==> src/rtl/mips_mult_div_if.sv <==
// Handshake and data bundle between pipeline control and the mips_mult_div unit.
// The master drives requests and operands; the slave returns status and HI/LO.
interface mips_mult_div_if;
    logic        signal_start;
    logic [1:0]  op;
    logic [31:0] read_data_1;
    logic [31:0] read_data_2;
    logic [31:0] write_data;
    logic        signal_mthi;
    logic        signal_mtlo;
    logic        signal_busy;
    logic        signal_done;
    logic        signal_div_zero;
    logic [31:0] hi;
    logic [31:0] lo;

    modport master (
        output signal_start, op, read_data_1, read_data_2, write_data, signal_mthi, signal_mtlo,
        input  signal_busy, signal_done, signal_div_zero, hi, lo
    );

    modport slave (
        input  signal_start, op, read_data_1, read_data_2, write_data, signal_mthi, signal_mtlo,
        output signal_busy, signal_done, signal_div_zero, hi, lo
    );
endinterface

==> src/rtl/mips_mult_div.sv <==
// Multi-cycle 32-bit multiply/divide unit with architectural HI/LO registers.
// Define MIPS_MULTDIV_DIV_EN to build the restoring divider for DIV/DIVU.
module mips_mult_div (
    input  logic           clk,
    input  logic           rst,
    mips_mult_div_if.slave bus
);
    typedef enum logic [1:0] {
        ST_IDLE = 2'd0,
        ST_RUN  = 2'd1,
        ST_DONE = 2'd2
    } state_t;

    // 32 iteration cycles (count 0..31) then one write-back cycle at 32
    localparam logic [5:0] LAST_COUNT = 6'd32;

    state_t      state_r, state_s;
    logic [5:0]  count_r;
    logic        short_r;
    logic        zero_r;
    logic        sign_q_r;
    logic [31:0] operand_r;
    logic [63:0] work_r;
    logic [63:0] step_s;
    logic [32:0] mult_sum_s;
    logic [63:0] prod_s;
    logic [31:0] res_hi_s, res_lo_s;
    logic [31:0] hi_r, lo_r;
    logic        busy_r, done_r, div_zero_r;
    logic        is_div_s, is_signed_s, rs_neg_s, rt_neg_s;
    logic [31:0] rs_mag_s, rt_mag_s;
    logic        start_short_s, start_zero_s;
`ifdef MIPS_MULTDIV_DIV_EN
    logic        div_r;
    logic        sign_rem_r;
    logic [32:0] shift_s;
    logic [31:0] quo_s, rem_s;
`endif

    function automatic logic [31:0] abs_if_neg(input logic neg, input logic [31:0] value);
        abs_if_neg = neg ? (32'd0 - value) : value;
    endfunction

    // Decode the request: operand magnitudes and whether it finishes without iterating
    always_comb begin
        is_div_s    = bus.op[1];
        is_signed_s = bus.op[0];
        rs_neg_s    = is_signed_s & bus.read_data_1[31];
        rt_neg_s    = is_signed_s & bus.read_data_2[31];
        rs_mag_s    = abs_if_neg(rs_neg_s, bus.read_data_1);
        rt_mag_s    = abs_if_neg(rt_neg_s, bus.read_data_2);
`ifdef MIPS_MULTDIV_DIV_EN
        start_zero_s  = is_div_s & (bus.read_data_2 == 32'd0);
        start_short_s = start_zero_s;
`else
        start_zero_s  = 1'b0;
        start_short_s = is_div_s;
`endif
    end

    // One iteration: shift-add multiply (LSB first) or restoring divide (MSB first)
    always_comb begin
        mult_sum_s = {1'b0, work_r[63:32]} + (work_r[0] ? {1'b0, operand_r} : 33'd0);
`ifdef MIPS_MULTDIV_DIV_EN
        shift_s = {work_r[63:32], work_r[31]};
        if (div_r) begin
            // remainder after a successful trial subtract is below the divisor, so 32 bits hold it
            if (shift_s >= {1'b0, operand_r}) begin
                step_s = {shift_s[31:0] - operand_r, work_r[30:0], 1'b1};
            end else begin
                step_s = {shift_s[31:0], work_r[30:0], 1'b0};
            end
        end else begin
            step_s = {mult_sum_s, work_r[31:1]};
        end
`else
        step_s = {mult_sum_s, work_r[31:1]};
`endif
    end

    // Sign correction of the finished magnitude result
    always_comb begin
        prod_s = sign_q_r ? (64'd0 - work_r) : work_r;
`ifdef MIPS_MULTDIV_DIV_EN
        quo_s = abs_if_neg(sign_q_r, work_r[31:0]);
        rem_s = abs_if_neg(sign_rem_r, work_r[63:32]);
        if (div_r) begin
            res_hi_s = rem_s;
            res_lo_s = quo_s;
        end else begin
            res_hi_s = prod_s[63:32];
            res_lo_s = prod_s[31:0];
        end
`else
        res_hi_s = prod_s[63:32];
        res_lo_s = prod_s[31:0];
`endif
    end

    // Next-state logic
    always_comb begin
        state_s = state_r;
        case (state_r)
            ST_IDLE: begin
                if (bus.signal_start) begin
                    state_s = ST_RUN;
                end else begin
                    state_s = ST_IDLE;
                end
            end
            ST_RUN: begin
                if (short_r || (count_r == LAST_COUNT)) begin
                    state_s = ST_DONE;
                end else begin
                    state_s = ST_RUN;
                end
            end
            ST_DONE: state_s = ST_IDLE;
            default: state_s = ST_IDLE;
        endcase
    end

    // State register and registered status outputs
    always_ff @(posedge clk or posedge rst) begin
        if (rst) begin
            state_r    <= ST_IDLE;
            busy_r     <= 1'b0;
            done_r     <= 1'b0;
            div_zero_r <= 1'b0;
        end else begin
            state_r    <= state_s;
            busy_r     <= (state_s != ST_IDLE);
            done_r     <= (state_s == ST_DONE);
            div_zero_r <= (state_s == ST_DONE) && zero_r;
        end
    end

    // Operand latch, iteration datapath and HI/LO registers
    always_ff @(posedge clk or posedge rst) begin
        if (rst) begin
            count_r   <= 6'd0;
            short_r   <= 1'b0;
            zero_r    <= 1'b0;
            sign_q_r  <= 1'b0;
            operand_r <= 32'd0;
            work_r    <= 64'd0;
            hi_r      <= 32'd0;
            lo_r      <= 32'd0;
`ifdef MIPS_MULTDIV_DIV_EN
            div_r      <= 1'b0;
            sign_rem_r <= 1'b0;
`endif
        end else begin
            case (state_r)
                ST_IDLE: begin
                    if (bus.signal_start) begin
                        count_r   <= 6'd0;
                        short_r   <= start_short_s;
                        zero_r    <= start_zero_s;
                        sign_q_r  <= rs_neg_s ^ rt_neg_s;
                        operand_r <= is_div_s ? rt_mag_s : rs_mag_s;
                        work_r    <= {32'd0, (is_div_s ? rs_mag_s : rt_mag_s)};
`ifdef MIPS_MULTDIV_DIV_EN
                        div_r      <= is_div_s;
                        sign_rem_r <= rs_neg_s;
`endif
                    end else begin
                        if (bus.signal_mthi) hi_r <= bus.write_data;
                        if (bus.signal_mtlo) lo_r <= bus.write_data;
                    end
                end
                ST_RUN: begin
                    if (!short_r) begin
                        if (count_r == LAST_COUNT) begin
                            hi_r <= res_hi_s;
                            lo_r <= res_lo_s;
                        end else begin
                            work_r  <= step_s;
                            count_r <= count_r + 6'd1;
                        end
                    end
                end
                default: begin
                end
            endcase
        end
    end

    assign bus.signal_busy     = busy_r;
    assign bus.signal_done     = done_r;
    assign bus.signal_div_zero = div_zero_r;
    assign bus.hi              = hi_r;
    assign bus.lo              = lo_r;
endmodule

==> src/flat_wrapper.sv <==
// flat-port wrapper written by rule: the top's interface ports become plain ports
module mips_mult_div_flat 
  (clk, rst, bus_signal_start, bus_op, bus_read_data_1, bus_read_data_2, bus_write_data, bus_signal_mthi, bus_signal_mtlo, bus_signal_busy, bus_signal_done, bus_signal_div_zero, bus_hi, bus_lo);
  mips_mult_div_if bus_i ();
  input  logic clk;
  input  logic rst;
  input wire logic [$bits(bus_i.signal_start)-1:0] bus_signal_start;
  input wire logic [$bits(bus_i.op)-1:0] bus_op;
  input wire logic [$bits(bus_i.read_data_1)-1:0] bus_read_data_1;
  input wire logic [$bits(bus_i.read_data_2)-1:0] bus_read_data_2;
  input wire logic [$bits(bus_i.write_data)-1:0] bus_write_data;
  input wire logic [$bits(bus_i.signal_mthi)-1:0] bus_signal_mthi;
  input wire logic [$bits(bus_i.signal_mtlo)-1:0] bus_signal_mtlo;
  output wire logic [$bits(bus_i.signal_busy)-1:0] bus_signal_busy;
  output wire logic [$bits(bus_i.signal_done)-1:0] bus_signal_done;
  output wire logic [$bits(bus_i.signal_div_zero)-1:0] bus_signal_div_zero;
  output wire logic [$bits(bus_i.hi)-1:0] bus_hi;
  output wire logic [$bits(bus_i.lo)-1:0] bus_lo;
  assign bus_i.signal_start = bus_signal_start;
  assign bus_i.op = bus_op;
  assign bus_i.read_data_1 = bus_read_data_1;
  assign bus_i.read_data_2 = bus_read_data_2;
  assign bus_i.write_data = bus_write_data;
  assign bus_i.signal_mthi = bus_signal_mthi;
  assign bus_i.signal_mtlo = bus_signal_mtlo;
  assign bus_signal_busy = bus_i.signal_busy;
  assign bus_signal_done = bus_i.signal_done;
  assign bus_signal_div_zero = bus_i.signal_div_zero;
  assign bus_hi = bus_i.hi;
  assign bus_lo = bus_i.lo;
  mips_mult_div u_core (.clk(clk), .rst(rst), .bus(bus_i));
endmodule
==> config.mk <==
export PLATFORM = sky130hd
export DESIGN_NAME = mips_mult_div_flat
export DESIGN_NICKNAME = d
export VERILOG_FILES = /design/src/rtl/mips_mult_div_if.sv /design/src/rtl/mips_mult_div.sv /design/src/flat_wrapper.sv
export SDC_FILE = /design/constraint.sdc
export NUM_CORES = 1
export LEC_CHECK = 0
export CAP_MARGIN = 20
export CORE_MARGIN = 2
export CORE_UTILIZATION = 40
export CTS_BUF_LIST = sky130_fd_sc_hd__clkbuf_2 sky130_fd_sc_hd__clkbuf_4 sky130_fd_sc_hd__clkbuf_8
export DETAILED_ROUTE_END_ITERATION = 10
export SLEW_MARGIN = 10
export SYNTH_ARGS = -nofsm -noshare
export SYNTH_HDL_FRONTEND = slang
export SYNTH_SLANG_ARGS = --single-unit
export TNS_END_PERCENT = 50
==> constraint.sdc <==
create_clock -name clk -period 15.5 [get_ports clk]
set_input_delay 1.55 -clock clk [delete_from_list [all_inputs] [get_ports clk]]
set_output_delay 1.55 -clock clk [all_outputs]
set_load 0.02 [all_outputs]
== Word-level counts from Yosys, hierarchy flattened ==
Cells that the tools add are included.

* Word-level logic and storage cells: 63
* Output and inout bits: 67
* Bits of input ports: 103
* Bits in registers: 172

* Add/subtract/negate cells: 5
* Bitwise operators: 3
* Reduce and logical (&&, ||, !) cells: 8
* Mux-type cells: 27
* Eq/ne operators: 10

{| class="wikitable"
|+ Operators by type and width
! cell !! count
|-
| two-way mux 32 bit || 13
|-
| two-way mux 64 bit || 4
|-
| case mux 32 bit (2 select lines) || 2
|-
| case mux 64 bit (2 select lines) || 1
|-
| subtractor 1 x 32 -> 32 bit, first input constant || 2
|-
| subtractor 1 x 64 -> 64 bit, first input constant || 1
|-
| adder 32 x 33 -> 33 bit || 1
|-
| two-way mux 6 bit || 3
|-
| inequality test 2 bit, second input constant || 6
|-
| case mux 6 bit (2 select lines) || 1
|-
| AND reduction 5 bit || 2
|-
| adder 6 x 1 -> 6 bit, second input constant || 1
|-
| == test 6 bit, second input constant || 1
|-
| case mux 2 bit (2 select lines) || 1
|-
| AND reduction 4 bit || 1
|-
| nonzero test 2 bit || 2
|-
| AND 1 bit || 2
|-
| == test 2 x 1 -> 1 bit, second input constant || 1
|-
| == test 2 bit, second input constant || 1
|-
| logical NOT 2 bit || 1
|-
| two-way mux 2 bit || 1
|-
| inequality test 2 x 1 -> 1 bit, second input constant || 1
|-
| AND reduction 2 bit || 1
|-
| logical OR 1 bit || 1
|-
| 2 further kinds || 2
|}

== Depth between registers and ports, before layout ==
Gate-level depths: netlist of the first run.

* Depth in word-level cells: 5
* Gate-level depth with buffers: 13
* Depth with buffers taken out: 12

== Least setup slack after synthesis of the first run ==
No wires, ideal clock.

* Path kind: input -> register
* Start: input port bus_read_data_2[4]
* End: register u_core.work_r[17]
* Path buffers: 0
* Setup slack: 11501 ps
* Data required time: 15376 ps
* Data arrival time: 3875 ps
* Setup time: 124 ps
* Cell stages on the path: 8
* Cell sequence: or4_4 or4b_1 or3_1 nor3_1 nor2_1 xnor2_1 a21oi_1 a211o_1

* Longest elaborated chain between the ends: 5

{| class="wikitable"
|+ RTL lines
! item !! RTL line !! text
|-
| from (decl) || flat_wrapper.sv:10 || <nowiki>input wire logic [$bits(bus_i.read_data_2)-1:0] bus_read_data_2;</nowiki>
|-
| subtractor 1 x 32 -> 32 bit || mips_mult_div.sv:41 || <nowiki>abs_if_neg = neg ? (32'd0 - value) : value;</nowiki>
|-
| two-way mux 32 bit || mips_mult_div.sv:41 ||
|-
| two-way mux 32 bit || mips_mult_div.sv:162 || <nowiki>work_r <= {32'd0, (is_div_s ? rs_mag_s : rt_mag_s)};</nowiki>
|-
| two-way mux 64 bit || mips_mult_div.sv:156 || <nowiki>if (bus.signal_start) begin</nowiki>
|-
| case mux 64 bit (2 select lines) || mips_mult_div.sv:154 || <nowiki>case (state_r)</nowiki>
|-
| to (signal assigned) || mips_mult_div.sv:162 ||
|-
| to (signal assigned) || mips_mult_div.sv:178 || <nowiki>work_r <= step_s;</nowiki>
|-
| to (decl) || mips_mult_div.sv:23 || <nowiki>logic [63:0] work_r;</nowiki>
|}

No other way between the ends. The select of a mux whose other input is x is not followed.
A chain may end at the register's enable or synchronous reset.

== Final worst setup path of the first run ==
Same ends and word-level chain as after synthesis.

==> results of run 1 <==
[state kept, by name, indices dropped and copies added, names as in the netlist]
| register | cells |
|---|---|
| u_core.state_r | 2 |
| u_core.count_r | 6 |
| u_core.sign_q_r | 1 |
| u_core.bus.signal_done | 1 |
| u_core.short_r | 1 |
| u_core.bus.hi | 32 |
| u_core.work_r | 64 |
| u_core.bus.signal_busy | 1 |
| u_core.operand_r | 32 |
| u_core.bus.lo | 32 |
[layer usage]
layer	share of wire	routed length [µm]	vias to the layer above	global-route usage
met5	0	0	-	0
met4	0.021	823	0	0.0705
met3	0.063	2430	46	0.0345
met2	0.41	16000	453	0.364
met1	0.50	19400	5456	0.373
li1	-	-	5590	-
[final timing paths]
path                                          startpoint                             to  slack [ps]  depth (start not counted)
max                                   bus_read_data_2[4]  u_core.work_r[17]$_DFFE_PP0P_       11260                          9
min in group asynchronous                            rst   u_core.bus.lo[2]$_DFFE_PP0P_        1670                          2
max reg2reg                 u_core.work_r[0]$_DFFE_PP0P_  u_core.work_r[49]$_DFFE_PP0P_       11790                         13
min reg2reg                u_core.bus.hi[19]$_DFFE_PP0P_  u_core.bus.hi[19]$_DFFE_PP0P_         480                          2
min                        u_core.bus.hi[19]$_DFFE_PP0P_  u_core.bus.hi[19]$_DFFE_PP0P_         480                          2
max in group asynchronous                            rst  u_core.work_r[60]$_DFFE_PP0P_       12330                          3
[cell usage in the layout, fill, tap and decap left out, types with 5 or more instances in the layout]
| cell type | count |
|---|---|
| a211oi_1 | 11 |
| a21o_1 | 30 |
| a21oi_1 | 106 |
| a221oi_1 | 12 |
| a22oi_1 | 10 |
| a31oi_1 | 11 |
| and2_1 | 37 |
| and3_1 | 17 |
| buf_4 | 16 |
| clkbuf_8 | 17 |
| clkdlybuf4s50_1 | 167 |
| dfrtp_1 | 171 |
| ha_1 | 37 |
| inv_1 | 24 |
| mux2i_1 | 7 |
| nand2_1 | 174 |
| nand2b_1 | 10 |
| nand3_1 | 35 |
| nand4_1 | 10 |
| nor2_1 | 178 |
| nor3_1 | 25 |
| nor4_1 | 11 |
| o211ai_1 | 5 |
| o21ai_0 | 112 |
| o221ai_1 | 22 |
| o22ai_1 | 12 |
| o31a_1 | 5 |
| o31ai_1 | 54 |
| o41ai_1 | 14 |
| or2_2 | 6 |
| or3_1 | 15 |
| or4_1 | 15 |
| xnor2_1 | 74 |
| xor2_1 | 73 |
[power groups by stage]
| stage | clock network [mW] | logic, mW | registers [mW] |
|---|---|---|---|
| 2_1_floorplan | 0 | 1.00 | 0.898 |
| 3_3_place_gp | 0 | 1.55 | 0.915 |
| 3_5_place_dp | 0 | 1.57 | 0.923 |
| 4_1_cts | 0.301 | 1.57 | 0.913 |
| 5_1_grt | 0.318 | 1.74 | 0.948 |
| 6_report | 0.293 | 1.57 | 0.920 |
[layout make-up]
class / instances / area [µm²]
Clock buffer: 19 / 249
Clock inverter: 12 / 91.3
Fill cell: 2964 / 15300
Inverter: 25 / 98.8
Multi-Input combinational cell: 1200 / 7440
Sequential cell: 172 / 4310
Tap cell: 390 / 488
Timing Repair Buffer: 184 / 1800
[cell families (layout without fill, tap and decap cells)]
logic type | after synthesis | in the layout | synth area share
AND/OR/NAND/NOR | 564 | 564 | 0.220
other | 1 | 1 | 0.000308
XOR/XNOR | 147 | 147 | 0.106
adder cells (fa/ha/maj) | 38 | 38 | 0.0397
buffers and inverters | 119 | 240 | 0.0371
AO/OA/AOI/OAI | 442 | 442 | 0.236
multiplexers | 8 | 8 | 0.00669
flip-flops | 172 | 172 | 0.354
[critical path: stages]
cell             delay, ps
clkdlybuf4s50_1        460
or4_4                  570
or4b_1                 600
or3_1                  450
nor3_1                 290
nor2_1                  90
xnor2_1                220
a21oi_1                100
a211o_1                290
[through the flow]
stage,hold slack [ps],cells
floorplan,442,1491
global placement,456,1971
detailed placement,463,1971
CTS,486,2002
global route,498,2002
finish,481,2002
==> results.tsv, run 1 <==
stage	metric	value	unit
outcome	status	finished, final reports clean	
cells_and_area	final_util	0.485	
pwr	power_leakage	6.03	nW
sta	fmax	236	MHz
placed_design	place_hpwl	29.3	mm
logic_synthesis	yosys_register_bits	172	
cts	h-tree-depth	4	
cts	cts-root-buf	clkbuf_8	
sta	tightest_slew	1080	ps
cts	clock_path_buffers	2	
cells_and_area	area_delta_synth_final	18.9	%
logic_synthesis	synth_ff_type	dfrtp_1	
cts	hold_buffers	0	
sta	finalHoldViolCount	0	
logic_synthesis	synth_edf_count	0	
detailed_routing	vias	11545	
logic_synthesis	synth_warnings	0	
logic_synthesis	synth_nets	1632	
logic_synthesis	syn_area	12200	µm²
critical_path	cp-end-kind	flip-flop	
min_path	hold_path_class	flip-flop to flip-flop	
global_routing	grt_max_degree	106	
detailed_routing	drt_pass1_iterations	7	
logic_synthesis	yosysMostFrequentCell	nor2_1	
cells_and_area	fin_nets	1741	
sta	period_share	0.273	
pwr	internal-power	1.41	mW
sta	relSlewSlack	0.282	
pwr	switching_share	0.494	
pwr	clockPowerShare	0.105	
critical_path	crit_fanout	4	
global_routing	grt.total_usage	0.247	
floorplanning	core_area	29800	µm²
placed_design	gp_congestion	0.913	
logic_synthesis	synth_top_area_cell	dfrtp_1	
logic_synthesis	netlist.area_leader.share	0.354	
logic_synthesis	yosys-top-cells-count	nor2_1 (179), nand2_1 (175), dfrtp_1 (172)	
cells_and_area	antenna_cells	0	
floorplanning	start_util	0.408	
floorplanning	fp.dieW	178	µm
detailed_routing	drt_iter0_markers	1056	
cts	clk_pin_slew	110	ps
critical_path	worstPathArrival	4630	ps
cts	insertion_delay	490	ps
detailed_routing	wl_per_cell	19.3	µm
floorplanning	placementRows	63	
logic_synthesis	synth.avg_cell_area	8.16	µm²
cells_and_area	drive_gt1_frac	0.0496	
sta	setup_tns	0	ps
floorplanning	pin_count	170	
floorplanning	die-area	31800	µm²
global_routing	grt-ovfl-total	0	
sta	rsz0062_at_grt	false	
placed_design	port_buffers	168	
global_routing	grt_pass1_wl	60.7	mm
pwr	p_switching	1.38	mW
sta	finalSetupViolations	0	
logic_synthesis	async_reset_ff_frac	1.00	
detailed_routing	post_drt_via_cell_ratio	5.77	
logic_synthesis	yosysSeqAreaShare	0.354	
floorplanning	die_height	178	µm
pwr	seqPwrFrac	0.330	
pwr	power	2.79	mW
placed_design	place_area	14100	µm²
cts	cts_made_buffers	17	
critical_path	critPathKind	input pin to flip-flop	
detailed_routing	route.detailed.drc	0	
sta	post-route-min-period	4240	ps
detailed_routing	drt-total-wl	38.6	mm
critical_path	crit_required	15890	ps
cells_and_area	final_area	14500	µm²
sta	final.setup.worst_slack	11260	ps
pwr	peakVddDrop	94.2	µV
global_routing	grt_pass1_vias	10841	
run	maxCapViolCount	0	
global_routing	antenna_found_initial	1	
logic_synthesis	ys_types	74	
sta	fin_skew	22.3	ps
pwr	power_frac_comb	0.565	
cts	post_cts_buffers	0	
detailed_routing	ant_nets	0	
logic_synthesis	synthTopCellsByArea	dfrtp_1 (35%), nor2_1 (5.5%), nand2_1 (5.4%)	
cts	cts_tree	built	
cts	cts_resized	0	
logic_synthesis	syn_inst	1491	
pwr	pwr_density_cell	193	nW/µm²
cts	cts.sinks	172	
critical_path	worstSetupStartpointType	input pin	
sta	slew_violations	0	
placed_design	dp_slack	10770	ps
No activity file was read; power rests on OpenSTA's default activity.
==> inputs of run 2 (changes only) <==
Clock period 15.5 ns to 4.1 ns, I/O delays scaled along.
==> run 2 against run 1 <==
Against the previous run: clock-buffer cell count unchanged; worst setup slack lost 11000 ps; sequential share of layout area fell by 0.29 points; via count fell by 1.4%; clock skew decreased by 3.6 ps; hold slack got worse by 100 ps; wire length is 1.8% lower; flip-flop and latch count is the same; register-to-register slack worse by 11000 ps.
==> results.tsv, run 2 (synthesis gave the netlist of run 1 again) <==
stage	metric	value	unit
detailed_routing	wl_per_cell	18.9	µm
sta	rsz0062_at_grt	false	
cells_and_area	area_delta_synth_final	20.1	%
sta	period_share	0.834	
cts	cts-root-buf	clkbuf_8	
critical_path	r2r_slack	680	ps
detailed_routing	vias	11381	
cts	cts_made_buffers	17	
cells_and_area	largest_reg_flops	64	
run	maxCapViolCount	0	
global_routing	antenna_found_initial	0	
critical_path	worstPathArrival	3810	ps
cells_and_area	layout_common_cells	nor2_1 (178), nand2_1 (174), dfrtp_1 (171)	
pwr	peakVddDrop	414	µV
global_routing	grt-ovfl-total	0	
critical_path	cp-end-kind	flip-flop	
global_routing	grt_use_met1	0.366	
cells_and_area	largest_register	u_core.work_r	
cts	clock_path_buffers	2	
sta	relSlewSlack	0.294	
pwr	pwr_density_cell	735	nW/µm²
cts	cts_tree	built	
floorplanning	fp.dieW	178	µm
critical_path	reg2reg_to	u_core.work_r[63]$_DFFE_PP0P_	
cts	post_cts_buffers	0	
cts	h-tree-depth	4	
global_routing	grt_max_degree	111	
cells_and_area	drive_gt1_frac	0.0526	
cts	hold_buffers	0	
cells_and_area	fin_nets	1745	
placed_design	gp_congestion	0.964	
detailed_routing	drt_pass1_iterations	6	
detailed_routing	ant_nets	0	
cells_and_area	final_common_cell	nor2_1	
floorplanning	die_height	178	µm
detailed_routing	drt-total-wl	37.9	mm
sta	post-route-min-period	3420	ps
critical_path	crit_required	4490	ps
floorplanning	start_util	0.408	
cts	insertion_delay	480	ps
detailed_routing	route.detailed.drc	0	
sta	fin_skew	18.8	ps
cells_and_area	antenna_cells	0	
sta	tightest_slew	1060	ps
floorplanning	placementRows	63	
sta	finalSetupViolations	0	
global_routing	grt.total_usage	0.240	
global_routing	top_usage_layer	met1	
sta	slew_violations	0	
cts	clk_pin_slew	110	ps
sta	finalHoldViolCount	0	
sta	hold_slack	379	ps
global_routing	use_met2	0.355	
pwr	power_leakage	6.10	nW
min_path	hold_path_class	input pin to async pin	
critical_path	r2r_cells	10	
detailed_routing	post_drt_via_cell_ratio	5.67	
critical_path	critPathKind	flip-flop to flip-flop	
placed_design	port_buffers	168	
cts	cts.sinks	172	
placed_design	place_hpwl	29.4	mm
floorplanning	die-area	31800	µm²
outcome	status	finished, final reports clean	
floorplanning	pin_count	170	
cts	cts_resized	0	
critical_path	crit_fanout	29	
critical_path	worstSetupStartpointType	flip-flop	
critical_path	reg2reg_from	u_core.work_r[0]$_DFFE_PP0P_	
global_routing	grt_pass1_wl	59.6	mm
sta	fmax	293	MHz
sta	setup_tns	0	ps
detailed_routing	drt_iter0_markers	933	
floorplanning	core_area	29800	µm²
global_routing	grt_pass1_vias	10592	
global_routing	met3_usage	0.0288	
run 2: changes by cell type in the layout (fill, tap and decap cells not counted), sizes merged:
cell	previous run	this run
buf	17	21
bufinv	0	3
clkinv	4	2
clkinvlp	4	2
inv	29	31
run 2: power breakdown:
part,internal [mW],switching (mW),total [mW]
clock,0.642,0.691,1.33
combinational,2.44,3.49,5.93
sequential,2.47,1.00,3.47
total,5.55,5.18,10.7
run 2: per-layer routing:
layer	vias up	routed length (µm)
li1	5581	-
met1	5343	18800
met2	411	16000
met3	46	2380
met4	0	769
met5	-	0
run 2: layout make-up:
| cell class | count | area [µm²] |
|---|---|---|
| inverter | 25 | 97.6 |
| fill | 2913 | 15200 |
| clock buffer | 19 | 255 |
| timing repair buffer | 188 | 1850 |
| clock inverter | 13 | 175 |
| multi-input combinational | 1200 | 7440 |
| sequential | 172 | 4310 |
| tap | 390 | 488 |
run 2: worst max path at each step:
stage / slack (ps) / end / start
finish: 680 / u_core.work_r[63]$_DFFE_PP0P_ / u_core.work_r[0]$_DFFE_PP0P_
global route: 470 / u_core.work_r[63]$_DFFE_PP0P_ / u_core.work_r[0]$_DFFE_PP0P_
CTS: 710 / u_core.work_r[63]$_DFFE_PP0P_ / u_core.work_r[0]$_DFFE_PP0P_
detailed placement: 490 / u_core.work_r[25]$_DFFE_PP0P_ / bus_read_data_2[4]
global placement: 530 / u_core.work_r[25]$_DFFE_PP0P_ / bus_read_data_2[4]
floorplan: 1080 / u_core.work_r[63]$_DFFE_PP0P_ / u_core.work_r[0]$_DFFE_PP0P_
run 2: through the flow:
stage               instance area [µm²]  worst slack, ps  instances  power (mW)  utilization
floorplan                         12200             1080       1491        7.18            -
global placement                  14200              527       1975        9.30        0.476
detailed placement                14200              494       1975        9.39        0.476
CTS                               14600              715       2007        10.7        0.490
global route                      14600              466       2007        11.5        0.490
finish                            14600              681       2007        10.7        0.490
run 2: worst max-delay path, stage by stage (launching register included):
cell,delay (ps)
dfrtp_1,460
buf_4,230
and2_1,160
ha_1,350
nand2_1,70
o21a_1,210
or4_1,550
o21ai_0,320
a31oi_1,240
or4b_1,550
a31oi_1,180
==> inputs of run 3 (changes only) <==
Clock period 4.1 ns to 3.4 ns, I/O delays scaled along.
==> run 3 against run 2 <==
Against the previous run: die area is the same; clock power grew 26%; highest routed layer unchanged; largest power group unchanged; sequential share of layout area shrank 0.85 points.
==> results.tsv, run 3 (synthesis gave the netlist of run 1 again) <==
stage	metric	value	unit
sta	finalHoldViolCount	0	
placed_design	place_area	14600	µm²
pwr	pwr_density_cell	888	nW/µm²
run	maxCapViolCount	0	
critical_path	max_stage_delay	660	ps
pwr	power_leakage	6.37	nW
cts	hold_buffers	0	
cells_and_area	drive_gt1_frac	0.0843	
detailed_routing	drt_iter0_markers	1115	
floorplanning	fp.dieW	178	µm
critical_path	r2r_slack	240	ps
cells_and_area	nFillCells	2874	
floorplanning	core_area	29800	µm²
critical_path	crit_family	simple AND/OR/NAND/NOR gates	
outcome	status	finished, final reports clean	
critical_path	worstSetupStartpointType	flip-flop	
critical_path	cp-end-kind	flip-flop	
cts	cts_resized	0	
detailed_routing	vias	11763	
critical_path	crit_required	3740	ps
sta	rsz0062_at_grt	false	
cells_and_area	layout_common_cells	nor2_1 (178), nand2_1 (174), dfrtp_1 (171)	
detailed_routing	drt_pass1_iterations	8	
detailed_routing	ant_nets	0	
sta	fin_skew	13.9	ps
cts	cts-root-buf	clkbuf_8	
pwr	p_switching	6.36	mW
critical_path	slowest_stage	or4_1	
cts	post_cts_buffers	0	
pwr	peakVddDrop	525	µV
cells_and_area	area_delta_synth_final	23.7	%
global_routing	grt_max_degree	68	
pwr	power_frac_comb	0.577	
cts	clock_path_buffers	2	
floorplanning	start_util	0.408	
detailed_routing	route.detailed.drc	0	
critical_path	cp_cell_sequence	or4_1 > nor4b_1 > nand4_1 > or4_4 > o41ai_2 > xor2_1 > a221oi_1	
sta	relSlewSlack	0.294	
sta	final.setup.worst_slack	240	ps
detailed_routing	top_layer	met4	
cts	h-tree-depth	4	
cells_and_area	multi_input_area	7440	µm²
cts	clk_pin_slew	100	ps
placed_design	dp_slack	-73.0	ps
global_routing	antenna_found_initial	0	
placed_design	gp_congestion	1.00	
sta	period_share	0.929	
critical_path	critPathKind	flip-flop to flip-flop	
cts	cts_made_buffers	17	
cells_and_area	largest_reg_flops	64	
cells_and_area	final_area	15000	µm²
cells_and_area	fin_nets	1800	
placed_design	place_hpwl	30.8	mm
pwr	switching_share	0.476	
sta	finalSetupViolations	0	
min_path	hold_path_class	input pin to async pin	
sta	tightest_slew	1060	ps
detailed_routing	wl_per_cell	18.9	µm
critical_path	worstPathArrival	3500	ps
floorplanning	die_height	178	µm
cells_and_area	seqCellArea	4310	µm²
detailed_routing	drt-total-wl	39.0	mm
sta	fmax	316	MHz
global_routing	grt.total_usage	0.247	
placed_design	port_buffers	168	
global_routing	grt-ovfl-total	0	
cells_and_area	final_common_cell	nor2_1	
floorplanning	placementRows	63	
sta	post-route-min-period	3160	ps
detailed_routing	drt-met1-wl	19.2	mm
critical_path	path_buf_inv	0	
cells_and_area	antenna_cells	0	
cells_and_area	largest_register	u_core.work_r	
critical_path	crit_fanout	6	
detailed_routing	post_drt_via_cell_ratio	5.70	
detailed_routing	met3_length	2.63	mm
pwr	clockPowerShare	0.125	
detailed_routing	wl_met2	16.3	mm
pwr	internal-power	7.00	mW
cts	insertion_delay	480	ps
cts	cts.sinks	172	
global_routing	grt_pass1_vias	10861	
sta	slew_violations	0	
global_routing	grt_pass1_wl	60.6	mm
cts	cts_tree	built	
floorplanning	die-area	31800	µm²
floorplanning	pin_count	170	
pwr	seqPwrFrac	0.299	
[run 3: cell type report]
type                    instances  area share
well taps                     390      0.0324
flip-flops and latches        172       0.286
clock buffers                  17      0.0156
inverters                      25     0.00649
clock inverters                15      0.0139
repair buffers                243       0.151
multi-input cells            1200       0.495
[run 3: path summary, 6_finish.rpt]
kind | from | to | cells past startpoint
max | u_core.work_r[33]$_DFFE_PP0P_ | u_core.bus.hi[31]$_DFFE_PP0P_ | 7
min | rst | u_core.bus.lo[0]$_DFFE_PP0P_ | 2
max reg2reg | u_core.work_r[33]$_DFFE_PP0P_ | u_core.bus.hi[31]$_DFFE_PP0P_ | 7
min reg2reg | u_core.bus.lo[2]$_DFFE_PP0P_ | u_core.bus.lo[2]$_DFFE_PP0P_ | 2
max in group asynchronous | rst | u_core.bus.lo[28]$_DFFE_PP0P_ | 3
min in group clk | bus_op[1] | u_core.operand_r[2]$_DFFE_PP0P_ | 3
[run 3: power groups by stage]
stage               clock network (mW)  logic (mW)  registers (mW)
floorplan                            0        4.57            4.09
global placement                     0        7.58            3.99
detailed placement                   0        7.65            4.01
CTS                               1.69        7.67            3.96
global route                      1.78        8.48            4.11
finish                            1.67        7.71            3.99
[run 3: metal layers]
layer | up-vias | track usage
met5 | - | 0
met1 | 5548 | 0.365
met4 | 0 | 0.0722
met3 | 48 | 0.0379
li1 | 5710 | -
met2 | 457 | 0.371
[run 3: through the flow]
stage / TNS, ps / instances / power (mW) / utilization / hold slack (ps)
3_3_place_gp: -21.7 / 2030 / 11.6 / 0.490 / 461
6_report: 0 / 2062 / 13.4 / 0.505 / 275
5_1_grt: 0 / 2062 / 14.4 / 0.505 / 298
2_1_floorplan: 0 / 1491 / 8.66 / - / 442
3_5_place_dp: -127 / 2030 / 11.7 / 0.490 / 465
4_1_cts: 0 / 2062 / 13.3 / 0.505 / 275
